===== src/rtl/fwd_scoreboard_pkg.sv =====
// Shared types and helpers for the operand-forwarding scoreboard.
package fwd_pkg;

  localparam int unsigned FWD_SEL_RF = 0;
  // Entry fields are sized for the widest supported build; narrower builds zero-extend.
  localparam int unsigned SB_RD_W    = 8;
  localparam int unsigned SB_RDY_W   = 8;

  typedef struct packed {
    logic                valid;
    logic [SB_RD_W-1:0]  rd;
    logic [SB_RDY_W-1:0] rdy_stg;
  } sb_entry_t;

  function automatic int unsigned stage_sel(input int unsigned k);
    return k + 1;
  endfunction

endpackage


===== src/rtl/fwd_scoreboard_if.sv =====
// DE-side request, operand data and forwarding result bundle for fwd_scoreboard.
interface fwd_scoreboard_if #(
  parameter int unsigned XLEN  = 32,
  parameter int unsigned NREGB = 5,
  parameter int unsigned NSTG  = 3,
  parameter int unsigned NSRC  = 2,
  parameter int unsigned SELW  = $clog2(NSTG + 1),
  parameter int unsigned CNTW  = 16
);
  logic                  DE_VALID;
  logic [NREGB-1:0]      DE_RD;
  logic                  DE_REGWRT;
  logic [SELW-1:0]       DE_RDY_STG;
  logic [NSRC*NREGB-1:0] DE_RS;
  logic [NSRC-1:0]       DE_RS_USED;
  logic                  FLUSH;
  logic [NSRC*XLEN-1:0]  RF_DATA;
  logic [NSTG*XLEN-1:0]  STG_DATA;
  logic [NSRC*SELW-1:0]  FWD_SEL;
  logic [NSRC*XLEN-1:0]  FWD_DATA;
  logic                  STALL;
  logic [CNTW-1:0]       STALL_CNT;

  modport master (
    output DE_VALID, DE_RD, DE_REGWRT, DE_RDY_STG, DE_RS, DE_RS_USED, FLUSH,
           RF_DATA, STG_DATA,
    input  FWD_SEL, FWD_DATA, STALL, STALL_CNT
  );

  modport slave (
    input  DE_VALID, DE_RD, DE_REGWRT, DE_RDY_STG, DE_RS, DE_RS_USED, FLUSH,
           RF_DATA, STG_DATA,
    output FWD_SEL, FWD_DATA, STALL, STALL_CNT
  );
endinterface


===== src/rtl/fwd_scoreboard_src_select.sv =====
// Per-source youngest-producer match, readiness check and operand mux.
module fwd_src_select
  import fwd_pkg::*;
#(
  parameter int unsigned XLEN  = 32,
  parameter int unsigned NREGB = 5,
  parameter int unsigned NSTG  = 3,
  parameter int unsigned SELW  = $clog2(NSTG + 1)
) (
  input  sb_entry_t             i_sb [NSTG],
  input  logic [NREGB-1:0]      i_rs,
  input  logic                  i_used,
  input  logic [XLEN-1:0]       i_rf_data,
  input  logic [NSTG*XLEN-1:0]  i_stg_data,
  output logic [SELW-1:0]       o_sel,
  output logic [XLEN-1:0]       o_data,
  output logic                  o_not_ready
);

  logic w_found;

  // Scan from the youngest stage; the first hit masks all older producers.
  always_comb begin
    o_sel       = SELW'(FWD_SEL_RF);
    o_data      = i_rf_data;
    o_not_ready = 1'b0;
    w_found     = 1'b0;
    for (int unsigned k = 0; k < NSTG; k++) begin
      if (!w_found && i_sb[k].valid && (i_sb[k].rd == SB_RD_W'(i_rs)) &&
          (i_rs != '0) && i_used) begin
        w_found = 1'b1;
        if (k >= 32'(i_sb[k].rdy_stg)) begin
          o_sel  = SELW'(stage_sel(k));
          o_data = i_stg_data[k*XLEN +: XLEN];
        end else begin
          o_not_ready = 1'b1;
        end
      end
    end
  end

endmodule


===== src/rtl/fwd_scoreboard.sv =====
// Shift-register scoreboard of in-flight writes with per-source forwarding and stall.
module fwd_scoreboard
  import fwd_pkg::*;
#(
  parameter int unsigned XLEN  = 32,
  parameter int unsigned NREGB = 5,
  parameter int unsigned NSTG  = 3,
  parameter int unsigned NSRC  = 2,
  parameter int unsigned SELW  = $clog2(NSTG + 1),
  parameter int unsigned CNTW  = 16
) (
  input  logic          CLK,
  input  logic          RESET,
  fwd_scoreboard_if.slave bus
);

  sb_entry_t             r_sb [NSTG];
  logic [CNTW-1:0]       r_stall_cnt;
  logic [NSRC-1:0]       w_not_ready;
  logic [NSRC*SELW-1:0]  w_sel;
  logic [NSRC*XLEN-1:0]  w_data;
  logic                  w_stall;
  logic                  w_load;

  for (genvar i = 0; i < NSRC; i++) begin : g_src
    fwd_src_select #(
      .XLEN  (XLEN),
      .NREGB (NREGB),
      .NSTG  (NSTG),
      .SELW  (SELW)
    ) u_src (
      .i_sb        (r_sb),
      .i_rs        (bus.DE_RS[i*NREGB +: NREGB]),
      .i_used      (bus.DE_RS_USED[i]),
      .i_rf_data   (bus.RF_DATA[i*XLEN +: XLEN]),
      .i_stg_data  (bus.STG_DATA),
      .o_sel       (w_sel[i*SELW +: SELW]),
      .o_data      (w_data[i*XLEN +: XLEN]),
      .o_not_ready (w_not_ready[i])
    );
  end

  assign w_stall = bus.DE_VALID & ~bus.FLUSH & (|w_not_ready);
  assign w_load  = bus.DE_VALID & bus.DE_REGWRT & (bus.DE_RD != '0) & ~w_stall & ~bus.FLUSH;

  assign bus.FWD_SEL   = w_sel;
  assign bus.FWD_DATA  = w_data;
  assign bus.STALL     = w_stall;
  assign bus.STALL_CNT = r_stall_cnt;

  always_ff @(posedge CLK) begin
    if (RESET) begin
      for (int unsigned k = 0; k < NSTG; k++) r_sb[k] <= '0;
      r_stall_cnt <= '0;
    end else begin
      for (int unsigned k = 1; k < NSTG; k++) r_sb[k] <= r_sb[k-1];
      r_sb[0] <= '{valid: w_load, rd: SB_RD_W'(bus.DE_RD), rdy_stg: SB_RDY_W'(bus.DE_RDY_STG)};
      if (w_stall && (r_stall_cnt != '1)) r_stall_cnt <= r_stall_cnt + 1'b1;
    end
  end

  a_rdy_legal: assert property (@(posedge CLK) disable iff (RESET)
    (bus.DE_VALID && bus.DE_REGWRT) |-> (32'(bus.DE_RDY_STG) < NSTG));

endmodule


===== src/flat_wrapper.sv =====
// flat-port wrapper written by rule: the top's interface ports become plain ports
module fwd_scoreboard_flat import fwd_pkg::*;
#(
  parameter int unsigned XLEN  = 32,
  parameter int unsigned NREGB = 5,
  parameter int unsigned NSTG  = 3,
  parameter int unsigned NSRC  = 2,
  parameter int unsigned SELW  = $clog2(NSTG + 1),
  parameter int unsigned CNTW  = 16
)
  (CLK, RESET, bus_DE_VALID, bus_DE_RD, bus_DE_REGWRT, bus_DE_RDY_STG, bus_DE_RS, bus_DE_RS_USED, bus_FLUSH, bus_RF_DATA, bus_STG_DATA, bus_FWD_SEL, bus_FWD_DATA, bus_STALL, bus_STALL_CNT);
  fwd_scoreboard_if #(.XLEN(XLEN), .NREGB(NREGB), .NSTG(NSTG), .NSRC(NSRC), .SELW(SELW), .CNTW(CNTW)) bus_i ();
  input  logic CLK;
  input  logic RESET;
  input wire logic [$bits(bus_i.DE_VALID)-1:0] bus_DE_VALID;
  input wire logic [$bits(bus_i.DE_RD)-1:0] bus_DE_RD;
  input wire logic [$bits(bus_i.DE_REGWRT)-1:0] bus_DE_REGWRT;
  input wire logic [$bits(bus_i.DE_RDY_STG)-1:0] bus_DE_RDY_STG;
  input wire logic [$bits(bus_i.DE_RS)-1:0] bus_DE_RS;
  input wire logic [$bits(bus_i.DE_RS_USED)-1:0] bus_DE_RS_USED;
  input wire logic [$bits(bus_i.FLUSH)-1:0] bus_FLUSH;
  input wire logic [$bits(bus_i.RF_DATA)-1:0] bus_RF_DATA;
  input wire logic [$bits(bus_i.STG_DATA)-1:0] bus_STG_DATA;
  output wire logic [$bits(bus_i.FWD_SEL)-1:0] bus_FWD_SEL;
  output wire logic [$bits(bus_i.FWD_DATA)-1:0] bus_FWD_DATA;
  output wire logic [$bits(bus_i.STALL)-1:0] bus_STALL;
  output wire logic [$bits(bus_i.STALL_CNT)-1:0] bus_STALL_CNT;
  assign bus_i.DE_VALID = bus_DE_VALID;
  assign bus_i.DE_RD = bus_DE_RD;
  assign bus_i.DE_REGWRT = bus_DE_REGWRT;
  assign bus_i.DE_RDY_STG = bus_DE_RDY_STG;
  assign bus_i.DE_RS = bus_DE_RS;
  assign bus_i.DE_RS_USED = bus_DE_RS_USED;
  assign bus_i.FLUSH = bus_FLUSH;
  assign bus_i.RF_DATA = bus_RF_DATA;
  assign bus_i.STG_DATA = bus_STG_DATA;
  assign bus_FWD_SEL = bus_i.FWD_SEL;
  assign bus_FWD_DATA = bus_i.FWD_DATA;
  assign bus_STALL = bus_i.STALL;
  assign bus_STALL_CNT = bus_i.STALL_CNT;
  fwd_scoreboard #(.XLEN(XLEN), .NREGB(NREGB), .NSTG(NSTG), .NSRC(NSRC), .SELW(SELW), .CNTW(CNTW)) u_core (.CLK(CLK), .RESET(RESET), .bus(bus_i));
endmodule

===== config.mk =====
export PLATFORM = sky130hd
export DESIGN_NAME = fwd_scoreboard_flat
export DESIGN_NICKNAME = d
export VERILOG_FILES = /design/src/rtl/fwd_scoreboard_pkg.sv /design/src/rtl/fwd_scoreboard_if.sv /design/src/rtl/fwd_scoreboard_src_select.sv /design/src/rtl/fwd_scoreboard.sv /design/src/flat_wrapper.sv
export SDC_FILE = /design/constraint.sdc
export NUM_CORES = 1
export LEC_CHECK = 0
export CAP_MARGIN = 0
export CORE_MARGIN = 2
export CORE_UTILIZATION = 34
export DETAILED_ROUTE_END_ITERATION = 10
export GPL_TIMING_DRIVEN = 0
export HOLD_SLACK_MARGIN = 0.15
export PLACE_DENSITY_LB_ADDON = 0.05
export SYNTH_ARGS = -nofsm -noshare
export SYNTH_HDL_FRONTEND = slang
export SYNTH_SLANG_ARGS = --single-unit

===== constraint.sdc =====
create_clock -name CLK -period 3.7 [get_ports CLK]
set_input_delay 0.925 -clock CLK [delete_from_list [all_inputs] [get_ports CLK]]
set_output_delay 0.925 -clock CLK [all_outputs]
set_load 0.01 [all_outputs]

==> insert_results.sql <==
INSERT INTO impl_metrics (metric_group, metric, value, unit) VALUES
('outcome', 'run_status', 'finished with violations', ''),
('outcome', 'failing_checks', 'negative setup slack', ''),
('floorplan', 'chipWidth', '114', 'um'),
('place', 'dpl.hpwl', '14.1', 'mm'),
('critical_path', 'timing.critical_path.from', 'bus_DE_RS[5]', ''),
('pwr', 'power.share.sequential', '28.6', '%'),
('critical_path', 'timing.critical_path.cells', 'buf_8 > or4_4 > o21ai_4 > buf_6 > or3_4 > nor3_4 > buf_6 > buf_12 > buf_16 > mux2i_1 > o21ai_1 > mux2_4 > buf_6', ''),
('critical_path', 'worst_path_most_repeated_cell', 'sky130_fd_sc_hd__buf_6', ''),
('clocking', 'cts-hold-fix-buffers', '0', ''),
('synthesis', 'async_flop_share', '0', '%'),
('floorplan', 'initial_core_util', '34.5', '%'),
('detailed_routing', 'detail_route.drc_violations', '0', ''),
('final_layout', 'flow.area_growth_from_synthesis', '128', '%'),
('synthesis', 'yosys.area.top_type_share', '19.6', '%'),
('pwr', 'p_leak', '3.79', 'nW'),
('clocking', 'tritoncts', 'done', ''),
('synthesis', 'post_synth_instance_area', '4090', 'um^2'),
('sta', 'post-route-worst-setup-slack', '-0.306', 'ns'),
('detailed_routing', 'detail_route.first_pass.iterations', '4', ''),
('final_layout', 'layout.nets', '1021', ''),
('pwr', 'switching_share', '24.4', '%'),
('clocking', 'cts_buffer_count', '5', ''),
('clocking', 'clock_latency', '0.28', 'ns'),
('critical_path', 'path_class', 'in -> out', ''),
('synthesis', 'ys_seq_area_share', '19.6', '%'),
('global_route', 'grt_pass1_vias', '5502', ''),
('final_layout', 'nFillCells', '734', ''),
('sta', 'finalSetupViolCount', '66', ''),
('critical_path', 'crit_required', '2.77', 'ns'),
('floorplan', 'core_region_area', '11900', 'um^2'),
('critical_path', 'critical_path.endpoint_type', 'output pin', ''),
('sta', 'maximum_clock_frequency', '250', 'MHz'),
('sta', 'worst_case_headroom_to_the_max_slew_limit', '62.1', '%'),
('detailed_routing', 'post_drt_antenna_nets', '0', ''),
('floorplan', 'die_h', '114', 'um'),
('synthesis', 'synth_edf_count', '0', ''),
('worst_hold_path', 'timing.hold.worst.start', 'u_core.r_sb[17]', ''),
('clocking', 'clock_tree.root_cell', 'sky130_fd_sc_hd__clkbuf_16', ''),
('pwr', 'cell_internal_pwr', '0.00120', 'W'),
('worst_hold_path', 'hold_path.class', 'reg -> reg', ''),
('global_route', 'grt_use_total', '30.3', '%'),
('detailed_routing', 'drt-vias-per-instance', '5.54', ''),
('floorplan', 'floorplan.die_area', '12900', 'um^2'),
('sta', 'final_period_minus_worst_setup_slack', '4.01', 'ns'),
('clocking', 'htree_num_levels', '2', ''),
('floorplan', 'ioPinCount', '269', ''),
('final_layout', 'postLayoutCoreUtil', '78.7', '%'),
('detailed_routing', 'finalWirelength', '21.6', 'mm'),
('detailed_routing', 'avgRoutedWirePerCell', '22.0', 'um'),
('final_layout', 'num_antenna_cells', '0', ''),
('clocking', 'clk_buf_depth', '2', ''),
('synthesis', 'post_synth_main_area_contributors', 'sky130_fd_sc_hd__dfxtp_1 (20%), sky130_fd_sc_hd__mux2_2 (18%), sky130_fd_sc_hd__mux2i_1 (16%), sky130_fd_sc_hd__nand2_1 (6.9%), sky130_fd_sc_hd__o21ai_0 (6.4%)', ''),
('synthesis', 'avgSynthCellArea', '8.02', 'um^2'),
('sta', 'hold_violations', '0', ''),
('clocking', 'clk_pin_slew', '0.06', 'ns'),
('final_layout', 'most_common_library_cell_in_the_layout_ignoring_fill_and_taps', 'sky130_fd_sc_hd__clkdlybuf4s50_1', ''),
('pwr', 'vdd_ir_drop_max', '0.348', 'mV'),
('job', 'drv_cap', '0', ''),
('final_layout', 'post_route_cells_drive_above_1_share', '44.1', '%'),
('critical_path', 'timing.critical_path.from_type', 'input pin', ''),
('pwr', 'power.switching', '0.000386', 'W'),
('synthesis', 'yosysTopAreaCell', 'sky130_fd_sc_hd__dfxtp_1', ''),
('synthesis', 'primary_ff_master_synth', 'sky130_fd_sc_hd__dfxtp_1', ''),
('sta', 'fin_setup_tns', '-14.03', 'ns'),
('critical_path', 'slowest_stage', 'sky130_fd_sc_hd__or4_4', ''),
('critical_path', 'worst_path_largest_cell_delay', '0.54', 'ns'),
('sta', 'slew_viol_final', '0', ''),
('clocking', 'numClockSinks', '40', ''),
('pwr', 'power.share.combinational', '36.7', '%'),
('global_route', 'grt_max_degree', '19', ''),
('synthesis', 'synth_seq_cells', '40', '');
## cell families after synthesis
group	after synthesis	synth area share, %
buffers and inverters	40	4.13
AOI/OAI and AO/OA	104	14.8
xor gates and xnor gates	30	6.43
muxes	131	34.1
adders and majority gates	1	0.306
and+or+nand+nor	164	20.6
DFF	40	19.6
## power groups by stage
| stage | Clock, W | Sequential (W) | Combinational [W] |
|---|---|---|---|
| global route | 0.000575 | 0.000454 | 0.000608 |
| CTS | 0.000552 | 0.000452 | 0.000518 |
| finish | 0.000549 | 0.000453 | 0.000581 |
| global placement | 0 | 0.000459 | 0.000438 |
| detailed placement | 0 | 0.000459 | 0.000447 |
| floorplan | 0 | 0.000457 | 0.000136 |
## routing by layer
layer  global-route usage [%]  up-vias  part of all wire (%)
met1                     34.8     2657                    38
li1                         -     2509                     -
met3                     6.48       61                   6.6
met4                     11.5        0                   3.8
met5                        0        -                     0
met2                     55.0      220                    52
## worst register-to-register path: stages (launching register included)
cell and delay (ns):
sky130_fd_sc_hd__dfxtp_1 0.50, sky130_fd_sc_hd__xnor2_4 0.15, sky130_fd_sc_hd__nand4_1 0.16, sky130_fd_sc_hd__buf_4 0.17, sky130_fd_sc_hd__o21ba_4 0.22, sky130_fd_sc_hd__buf_4 0.13
sky130_fd_sc_hd__buf_6 0.11, sky130_fd_sc_hd__buf_4 0.12, sky130_fd_sc_hd__a22oi_2 0.21, sky130_fd_sc_hd__o221a_4 0.25, sky130_fd_sc_hd__buf_4 0.23, sky130_fd_sc_hd__nor2_1 0.11
sky130_fd_sc_hd__mux2_2 0.29
## through the flow
step | power [W] | hold WS, ns | cells
floorplan | 0.000593 | 0.414 | 510
global placement | 0.000897 | 0.420 | 925
detailed placement | 0.000906 | 0.431 | 925
CTS | 0.00152 | 0.445 | 972
global route | 0.00164 | 0.471 | 983
finish | 0.00158 | 0.472 | 983
## area by class of cell
class / count / area [um^2] / share of cell area, %
plain buffers: 31 / 488 / 5.23
clock buffers: 5 / 125 / 1.34
clock inverters: 2 / 60.1 / 0.643
inverters: 6 / 22.5 / 0.241
multi-input cells: 430 / 4170 / 44.6
flip-flops and latches: 40 / 801 / 8.58
well taps: 147 / 184 / 1.97
repair buffers: 322 / 3490 / 37.4
## cell usage after synthesis, types with 6 or more instances
cell type	n
sky130_fd_sc_hd__mux2i_1	65
sky130_fd_sc_hd__dfxtp_1	40
sky130_fd_sc_hd__clkbuf_1	26
sky130_fd_sc_hd__nand2b_1	6
sky130_fd_sc_hd__nand3_1	8
sky130_fd_sc_hd__o31ai_1	12
sky130_fd_sc_hd__buf_2	6
sky130_fd_sc_hd__nand4_1	11
sky130_fd_sc_hd__nand2_1	75
sky130_fd_sc_hd__inv_1	6
sky130_fd_sc_hd__o21ai_0	52
sky130_fd_sc_hd__a21oi_1	13
sky130_fd_sc_hd__xnor2_1	22
sky130_fd_sc_hd__nor2b_1	25
sky130_fd_sc_hd__nor2_1	10
sky130_fd_sc_hd__or4_1	14
sky130_fd_sc_hd__o21ai_1	14
sky130_fd_sc_hd__mux2_2	66
sky130_fd_sc_hd__xor2_1	8
## repair_timing
action / in CTS / in global routing
buffers inserted: 29 / 17
pin swaps: 44 / 49
gates cloned: 12 / 4
resized for setup: 695 / 151
setup endpoints to repair: 69 / 67
## flip-flops by register name, summed over array words and instances, names as in the netlist
register,count
u_core.bus.STALL_CNT,16
u_core.r_sb,24
## path summary, 6_finish.rpt
path	end	slack (ns)	cells after the start
setup / recovery	bus_FWD_DATA[38]	-0.31	13
hold / removal	u_core.r_sb[0]	0.47	1
setup reg to reg	u_core.bus.STALL_CNT[0]	0.91	12
hold reg to reg	u_core.r_sb[0]	0.47	1
Power figures use the tool's default switching activity.
